File: config.mk
export PLATFORM = sky130hd
export DESIGN_NAME = riscv_timer_flat
export DESIGN_NICKNAME = d
export VERILOG_FILES = /design/src/rtl/riscv_timer_if.sv /design/src/rtl/riscv_timer.sv /design/src/flat_wrapper.sv
export SDC_FILE = /design/constraint.sdc
export NUM_CORES = 1
export LEC_CHECK = 0
export BUFFER_PORTS_ARGS = -buffer_cell sky130_fd_sc_hd__buf_4
export CAP_MARGIN = 20
export CORE_MARGIN = 5
export CORE_UTILIZATION = 54
export CTS_CLUSTER_SIZE = 25
export DETAILED_ROUTE_END_ITERATION = 12
export HOLD_SLACK_MARGIN = 0.12
export PLACE_DENSITY = 0.77
export SYNTH_ARGS = -nofsm -noshare
export SYNTH_HDL_FRONTEND = slang
export SYNTH_SLANG_ARGS = --single-unit
export TNS_END_PERCENT = 50
File: constraint.sdc
create_clock -name clk -period 4.4 [get_ports clk]
set_clock_uncertainty 0.15 [all_clocks]
set_input_delay 0.22 -clock clk [delete_from_list [all_inputs] [get_ports clk]]
set_output_delay 0.22 -clock clk [all_outputs]
set_load 0.02 [all_outputs]
File: src/rtl/riscv_timer_if.sv
// Bus port bundle for the machine timer: one request per cycle, ack/rdata one cycle later.
interface riscv_timer_if;
  logic        req;
  logic        we;
  logic [31:0] addr;
  logic [31:0] wdata;
  logic [31:0] rdata;
  logic        ack;

  modport master (output req, we, addr, wdata, input rdata, ack);
  modport slave  (input req, we, addr, wdata, output rdata, ack);
endinterface

File: src/rtl/riscv_timer.sv
// RISC-V machine timer (mtime/mtimecmp) on a 16-byte register window.
// Optional prescaler enabled by defining RISCV_TIMER_PRESCALE_EN.
module riscv_timer #(
  parameter logic [31:0] BASE_ADDR = 32'h0000_8000,
  parameter int          PRESCALE  = 4
) (
  input  logic           clk,
  input  logic           rst,
  riscv_timer_if.slave   bus,
  output logic           timer_irq
);

  logic [63:0] mtime;
  logic [63:0] mtimecmp;
  logic [31:0] rd_val;
  logic [1:0]  idx;
  logic        sel;
  logic        wr;
  logic        mtime_wr;
  logic        tick;
  logic        unused_bits;

  assign sel      = bus.req && (bus.addr[31:4] == BASE_ADDR[31:4]);
  assign idx      = bus.addr[3:2];
  assign wr       = sel && bus.we;
  assign mtime_wr = wr && !idx[1];

  assign unused_bits = &{1'b0, bus.addr[1:0], (PRESCALE == 0)};

`ifdef RISCV_TIMER_PRESCALE_EN
  localparam int PW = (PRESCALE > 1) ? $clog2(PRESCALE) : 1;

  logic [PW-1:0] pre_cnt;

  assign tick = (pre_cnt == PW'(PRESCALE - 1));

  // A write to mtime restarts the tick phase so software sees a full period.
  always_ff @(posedge clk or posedge rst) begin
    if (rst)                  pre_cnt <= '0;
    else if (mtime_wr || tick) pre_cnt <= '0;
    else                      pre_cnt <= pre_cnt + PW'(1);
  end
`else
  assign tick = 1'b1;
`endif

  always_comb begin
    rd_val = '0;
    case (idx)
      2'd0: rd_val = mtime[31:0];
      2'd1: rd_val = mtime[63:32];
      2'd2: rd_val = mtimecmp[31:0];
      2'd3: rd_val = mtimecmp[63:32];
      default: rd_val = '0;
    endcase
  end

  always_ff @(posedge clk or posedge rst) begin
    if (rst) begin
      bus.ack   <= 1'b0;
      bus.rdata <= '0;
    end else begin
      bus.ack   <= sel;
      bus.rdata <= (sel && !bus.we) ? rd_val : '0;
    end
  end

  // Half writes load only that half; the tick is suppressed so no carry crosses.
  always_ff @(posedge clk or posedge rst) begin
    if (rst) begin
      mtime <= '0;
    end else if (mtime_wr) begin
      if (idx[0]) mtime[63:32] <= bus.wdata;
      else        mtime[31:0]  <= bus.wdata;
    end else if (tick) begin
      mtime <= mtime + 64'd1;
    end
  end

  always_ff @(posedge clk or posedge rst) begin
    if (rst) begin
      mtimecmp <= '1;
    end else if (wr && idx[1]) begin
      if (idx[0]) mtimecmp[63:32] <= bus.wdata;
      else        mtimecmp[31:0]  <= bus.wdata;
    end
  end

  always_ff @(posedge clk or posedge rst) begin
    if (rst) timer_irq <= 1'b0;
    else     timer_irq <= (mtime >= mtimecmp);
  end

endmodule

File: src/flat_wrapper.sv
// flat-port wrapper written by rule: the top's interface ports become plain ports
module riscv_timer_flat 
#(
  parameter logic [31:0] BASE_ADDR = 32'h0000_8000,
  parameter int          PRESCALE  = 4
)
  (clk, rst, timer_irq, bus_req, bus_we, bus_addr, bus_wdata, bus_rdata, bus_ack);
  riscv_timer_if bus_i ();
  input  logic clk;
  input  logic rst;
  output logic timer_irq;
  input wire logic [$bits(bus_i.req)-1:0] bus_req;
  input wire logic [$bits(bus_i.we)-1:0] bus_we;
  input wire logic [$bits(bus_i.addr)-1:0] bus_addr;
  input wire logic [$bits(bus_i.wdata)-1:0] bus_wdata;
  output wire logic [$bits(bus_i.rdata)-1:0] bus_rdata;
  output wire logic [$bits(bus_i.ack)-1:0] bus_ack;
  assign bus_i.req = bus_req;
  assign bus_i.we = bus_we;
  assign bus_i.addr = bus_addr;
  assign bus_i.wdata = bus_wdata;
  assign bus_rdata = bus_i.rdata;
  assign bus_ack = bus_i.ack;
  riscv_timer #(.BASE_ADDR(BASE_ADDR), .PRESCALE(PRESCALE)) u_core (.clk(clk), .rst(rst), .bus(bus_i), .timer_irq(timer_irq));
endmodule
# Yosys cells after proc, flatten, opt, wreduce, memory -nomap -nowiden
# Index checks and enable logic that the tools add are counted.
[word_totals] reg_bits=162 latch_bits=0 mem_bits_rw=0 romBits=0 in_bits=68 output_inout_bits=34 elab_cells=31 memories=0
[classes] addsub=1 multipliers=0 div=0 order_cmp=1 eq_ne=6 shifts=0 mux=5 bitwise=1 reduce_logical=10
[op_table] operator="one-hot mux 32 bit (4 select lines)" count=1
[op_table] operator="two-way mux 32 bit" count=3
[op_table] operator="adder 64 x 1 -> 64 bit (second input constant)" count=1
[op_table] operator="greater-or-equal comparator 64 bit" count=1
[op_table] operator="two-way mux 64 bit" count=1
[op_table] operator="== test 28 x 12 -> 1 bit (second input constant)" count=1
[op_table] operator="logical AND 1 bit" count=5
[op_table] operator="== test 2 bit (second input constant)" count=2
[op_table] operator="inequality test 2 bit (second input constant)" count=2
[op_table] operator="AND reduction 2 bit" count=2
[op_table] operator="== test 2 x 1 -> 1 bit (second input constant)" count=1
[op_table] operator="logical NOT 1 bit" count=2
[op_table] operator="logical NOT 2 bit" count=1
[op_table] operator="NOT 1 bit" count=1

# Logic depth before layout (Yosys ltp)
[logic_depth] word_depth=5 mapped_depth=8 depth_no_buf=8

# Least setup slack after synthesis
# OpenSTA, ideal clock, no wires.
[synth_path] path_kind="reg2reg" startpoint="register u_core.mtime[0]" endpoint="register u_core.mtime[42]" setup_ns=0.087 t_arrival_ns=2.214 required_ns=4.163 setup_slack_ns=1.949 stages_incl_launch_ff=8 n_path_buf=0 period_less_slack_ns=2.451 cell_sequence="dfrtp_1 -> ha_1 -> nand4_2 -> nor3_4 -> nand4_4 -> or4_4 -> o21a_1 -> a211oi_2"
[synth_via] elab_chain_cells=2
[synth_rtl] item="from (decl)" line="riscv_timer.sv:13" source="logic [63:0] mtime;"
[synth_rtl] item="from (signal assigned)" line="riscv_timer.sv:74" source="else mtime[31:0] <= bus.wdata;"
[synth_rtl] item="from (signal assigned)" line="riscv_timer.sv:76" source="mtime <= mtime + 64'd1;"
[synth_rtl] item="adder 64 x 1 -> 64 bit" line="riscv_timer.sv:76"
[synth_rtl] item="two-way mux 64 bit" line="riscv_timer.sv:72" source="end else if (mtime_wr) begin"
# No other way between the ends.
# A chain may end at the register's enable or synchronous reset.

# Worst setup path in the final report
[layout_path] startpoint="input port bus_addr[25]" endpoint="register u_core.mtimecmp[41]"
[layout_via] elab_chain_cells=5
[layout_rtl] item="from (decl)" line="flat_wrapper.sv:14" source="input wire logic [$bits(bus_i.addr)-1:0] bus_addr;"
[layout_rtl] item="== test 28 x 12 -> 1 bit" line="riscv_timer.sv:23" source="assign sel = bus.req && (bus.addr[31:4] == BASE_ADDR[31:4]);"
[layout_rtl] item="logical AND 1 bit" line="riscv_timer.sv:23"
[layout_rtl] item="net u_core.sel" line="riscv_timer.sv:17" source="logic sel;"
[layout_rtl] item="logical AND 1 bit" line="riscv_timer.sv:25" source="assign wr = sel && bus.we;"
[layout_rtl] item="logical AND 1 bit" line="riscv_timer.sv:83" source="end else if (wr && idx[1]) begin"
[layout_rtl] item="AND reduction 2 bit (no line)"
[layout_rtl] item="to (signal assigned)" line="riscv_timer.sv:84" source="if (idx[0]) mtimecmp[63:32] <= bus.wdata;"
[layout_rtl] item="to (decl)" line="riscv_timer.sv:14" source="logic [63:0] mtimecmp;"
# The timed path passes the listed nets, and every way through them passes these cells.

==> impl_metrics.csv <==
group,metric,value,unit
logic_synthesis,synth-async-reset-ratio,100.0,%
route,dr_total_vias,8773,
power,p_comb_share,5.3,%
worst_setup_path,rr_endpoint,"u_core.mtime[55]",
power,powerDensity,267.6,nW/um2
logic_synthesis,synth-edff-count,0,
die,die_x,146.2,um
layout,n_antenna_cell,0,
placed_design,dp_hpwl,19.72,mm
worst_setup_path,required,4.60,ns
worst_setup_path,r2r-start,"u_core.mtime[2]",
logic_synthesis,synth.area.top_cells,"dfrtp_1, dfstp_2, ha_1",
logic_synthesis,synth_top_area_share,24.48,%
logic_synthesis,yosys_register_bits,162,
placed_design,numPortBuffers,99,
logic_synthesis,synthDistinctLibCells,74,
layout,ff_latch_area,4134,um2
timing,finalHoldViolCount,0,
power,leakagePower,5.009,nW
worst_setup_path,path_cells,"dlygate4sd3_1, buf_4, nor4_1, dlygate4sd3_1, nand4_1, nor2_1, nand3_1, nor2_4, buf_4, mux2_2",
power,power_frac_clock,48.2,%
route,vias_per_cell,6.552,
logic_synthesis,synth_area_per_cell,10.32,um2
route,drtAntennaViolNets,0,
logic_synthesis,yosys.area.top_type,"dfrtp_1",
clock_tree,insertion_delay,0.43,ns
worst_setup_path,ff2ff_path_depth,6,
worst_setup_path,crit_path_max_incr_delay,0.66,ns
layout,multi_input_area,5419,um2
timing,max_clock_freq,277.9,MHz
logic_synthesis,syn_area,10020,um2
layout,drive_gt1_share,29.91,%
logic_synthesis,yosys_warnings,0,
worst_setup_path,cp_data_arrival_time,3.80,ns
worst_setup_path,cp-start-kind,"input port",
die,pin_count,102,
power,total_power,3.207,mW
min_path,hp-class,"in -> reg",
layout,area_delta_synth_final,19.63,%
min_path,hold_path_depth,4,
timing,fin_ws,0.8010,ns
timing,whs,0.3179,ns
timing,relSlewSlack,42.91,%
grt,overflow,0,
clock_tree,cts_resized,0,
status,status,"finished clean",
grt,track_usage,27.28,%
timing,finalSetupTns,0,ns
timing,slew_viol_final,0,
route,wl_per_cell,21.68,um
worst_setup_path,worst-path-buf-inv,4,
clock_tree,cts_buffer_depth,2,
power,power_switching,706.7,uW
grt,antenna_found_initial,0,
worst_setup_path,slowest_stage,"nor2_4",
min_path,hp-start,"bus_we",
worst_setup_path,r2r_setup_slack,1.20,ns
die,num_rows,49,
min_path,hold_end,"u_core.bus.rdata[15]",
timing,tightest_slew,0.8564,ns
die,design.core.area,18090,um2
layout,nNetsFinal,1230,
die,die_h,146.2,um
clock_tree,cts_buffers,17,
route,drt_iter0_markers,1113,
power,internal_power,2.500,mW
timing,rsz0062_at_grt,"no",
run,drv_cap,0,
die,start_util,55.39,%
grt,grt_pass1_wl,46.89,mm
clock_tree,cts.clk_slew.worst_paths,0.06,ns
logic_synthesis,synth_nets,1104,
timing,fin_crit_sh,81.79,%
timing,final.min_clock_period,3.599,ns
logic_synthesis,ys_seq_area_share,41.26,%
grt,grt_max_degree,91,
route,drt_wl_total,29.02,mm
clock_tree,htreeDepth,4,
worst_setup_path,cp_max_fo,18,
timing,setup_viol,0,
grt,grt_pass1_vias,8690,
placed_design,gp_congestion,0.9654,
clock_tree,cts_tree,"yes",
power,ir_drop,0.2503,mV
worst_setup_path,critical_path_class,"in -> reg",
placed_design,dp_slack,1.216,ns
logic_synthesis,synth_flop_cell,"dfrtp_1",
worst_setup_path,cpLargestDelayFamily,"buffers and inverters",
die,die_area,21380,um2
layout,fillers,1390,
clock_tree,clock-root-buffer,"clkbuf_16",
power,switching_share,22.04,%
worst_setup_path,crit_path_end_kind,"flip-flop",
clock_tree,cts_sinks,162,
logic_synthesis,netlist_instances,971,
power,pwr-share-seq,46.5,%
route,drc_errors,0,
route,drt_pass1_iterations,6,
[logic make-up (layout without fill, tap and decap cells)]
| logic type | count (synthesis) | after routing | synth area share, % |
|---|---|---|---|
| compound gates | 197 | 197 | 12.88 |
| fa+ha+maj | 65 | 65 | 8.118 |
| simple gates | 320 | 320 | 17.75 |
| flops | 162 | 162 | 41.26 |
| mux | 102 | 102 | 15.02 |
| buf+inv | 125 | 264 | 4.971 |
[worst min-delay path: cells and delay by family]
| family | cells | cell delay, ns |
|---|---|---|
| simple gates | 2 | 0.17 |
| buf+inv | 2 | 0.45 |
[stage by stage]
stage,util (%),cell area (um2),instances
3_3_place_gp,60.89,11010,1271
3_5_place_dp,60.89,11010,1271
6_report,66.27,11990,1339
5_1_grt,66.27,11990,1339
4_1_cts,66.27,11990,1339
2_1_floorplan,-,10020,971
[cells in the final DEF (no fill, tap or decap), types with 9 or more instances in the layout]
| master | Yosys | final |
|---|---|---|
| buf_4 | 1 | 111 |
| dfrtp_1 | 98 | 98 |
| inv_1 | 84 | 83 |
| ha_1 | 65 | 65 |
| mux2_2 | 64 | 64 |
| dfstp_2 | 64 | 64 |
| nand2_1 | 59 | 59 |
| nor2_1 | 60 | 58 |
| a21oi_1 | 54 | 54 |
| o21ai_0 | 38 | 38 |
| dlygate4sd3_1 | 0 | 36 |
| nor2b_1 | 34 | 34 |
| nand3_1 | 33 | 32 |
| nand4_1 | 31 | 31 |
| mux4_2 | 31 | 31 |
| nor3_1 | 23 | 23 |
| and3_1 | 17 | 17 |
| clkbuf_16 | 0 | 17 |
| a211oi_1 | 16 | 16 |
| a21o_1 | 14 | 14 |
| nor4_1 | 14 | 13 |
| and4_1 | 10 | 10 |
| o22ai_1 | 9 | 9 |
[final cells by class]
class | instances | area share (%)
clock inverters | 13 | 1.336
repair buffers | 148 | 10.13
clock buffers | 19 | 3.779
well taps | 229 | 2.391
inverters | 84 | 2.662
flip-flops and latches | 162 | 34.49
multi-input cells | 684 | 45.21
[flip-flops by register name, summed over array words and instances, names as in the netlist]
name	cells
u_core.bus.ack	1
u_core.bus.rdata	32
u_core.mtime	64
u_core.timer_irq	1
u_core.mtimecmp	64
[timing repair]
action / in CTS / in global routing
hold endpoints to repair: 142 / 0
hold buffers: 36 / 0
setup buffers: 0 / 0
[power groups by stage]
stage	clock network (mW)	logic (mW)	registers, mW
finish	1.54	0.170	1.49
global route	1.62	0.186	1.49
CTS	1.55	0.172	1.49
detailed placement	0	0.147	1.52
global placement	0	0.146	1.52
floorplan	0	0.0640	1.52
[cell usage after synthesis, types with 3 or more instances]
master    instances
a21o_1           14
mux2i_1           6
nor4_1           14
a211oi_1         16
nand3_1          33
a31oi_1           7
and4_2            3
o211ai_1          8
nand2b_1          5
o21ai_0          38
clkbuf_1         26
dfrtp_1          98
o21a_1            7
and4_1           10
dfstp_2          64
nor4b_1           3
inv_1            84
nand4_1          31
a21oi_1          54
nor2_1           60
o32ai_1           5
a311oi_1          3
nor3_1           23
o311ai_0          3
and3_1           17
nor2b_1          34
mux4_2           31
mux2_2           64
nand2_1          59
o22ai_1           9
ha_1             65
or3_1             4
a221oi_1          4
and2_1            3
buf_1             4
o31ai_1           5
buf_2             8
a211o_1           3
[worst max path at each step]
stage	start	cells past startpoint	to	slack [ns]
after floorplan	u_core.mtime[0]	7	u_core.mtime[42]	1.95
after global placement	bus_addr[12]	8	u_core.mtimecmp[40]	1.33
after detailed placement	bus_addr[20]	8	u_core.mtimecmp[41]	1.22
after CTS	bus_addr[25]	10	u_core.mtimecmp[41]	0.81
after global routing	bus_addr[25]	10	u_core.mtimecmp[40]	0.63
final	bus_addr[25]	10	u_core.mtimecmp[41]	0.80
[routing by layer]
layer | global-route usage [%] | up-vias | part of all wire (%) | wire length (um)
li1 | - | 3869 | - | -
met1 | 36.98 | 4364 | 41 | 12020
met2 | 43.90 | 456 | 47 | 13790
met3 | 5.547 | 84 | 8.0 | 2329
met4 | 9.643 | 0 | 3.1 | 893
met5 | 0 | - | 0 | 0
(Power assumes the default switching activity.)
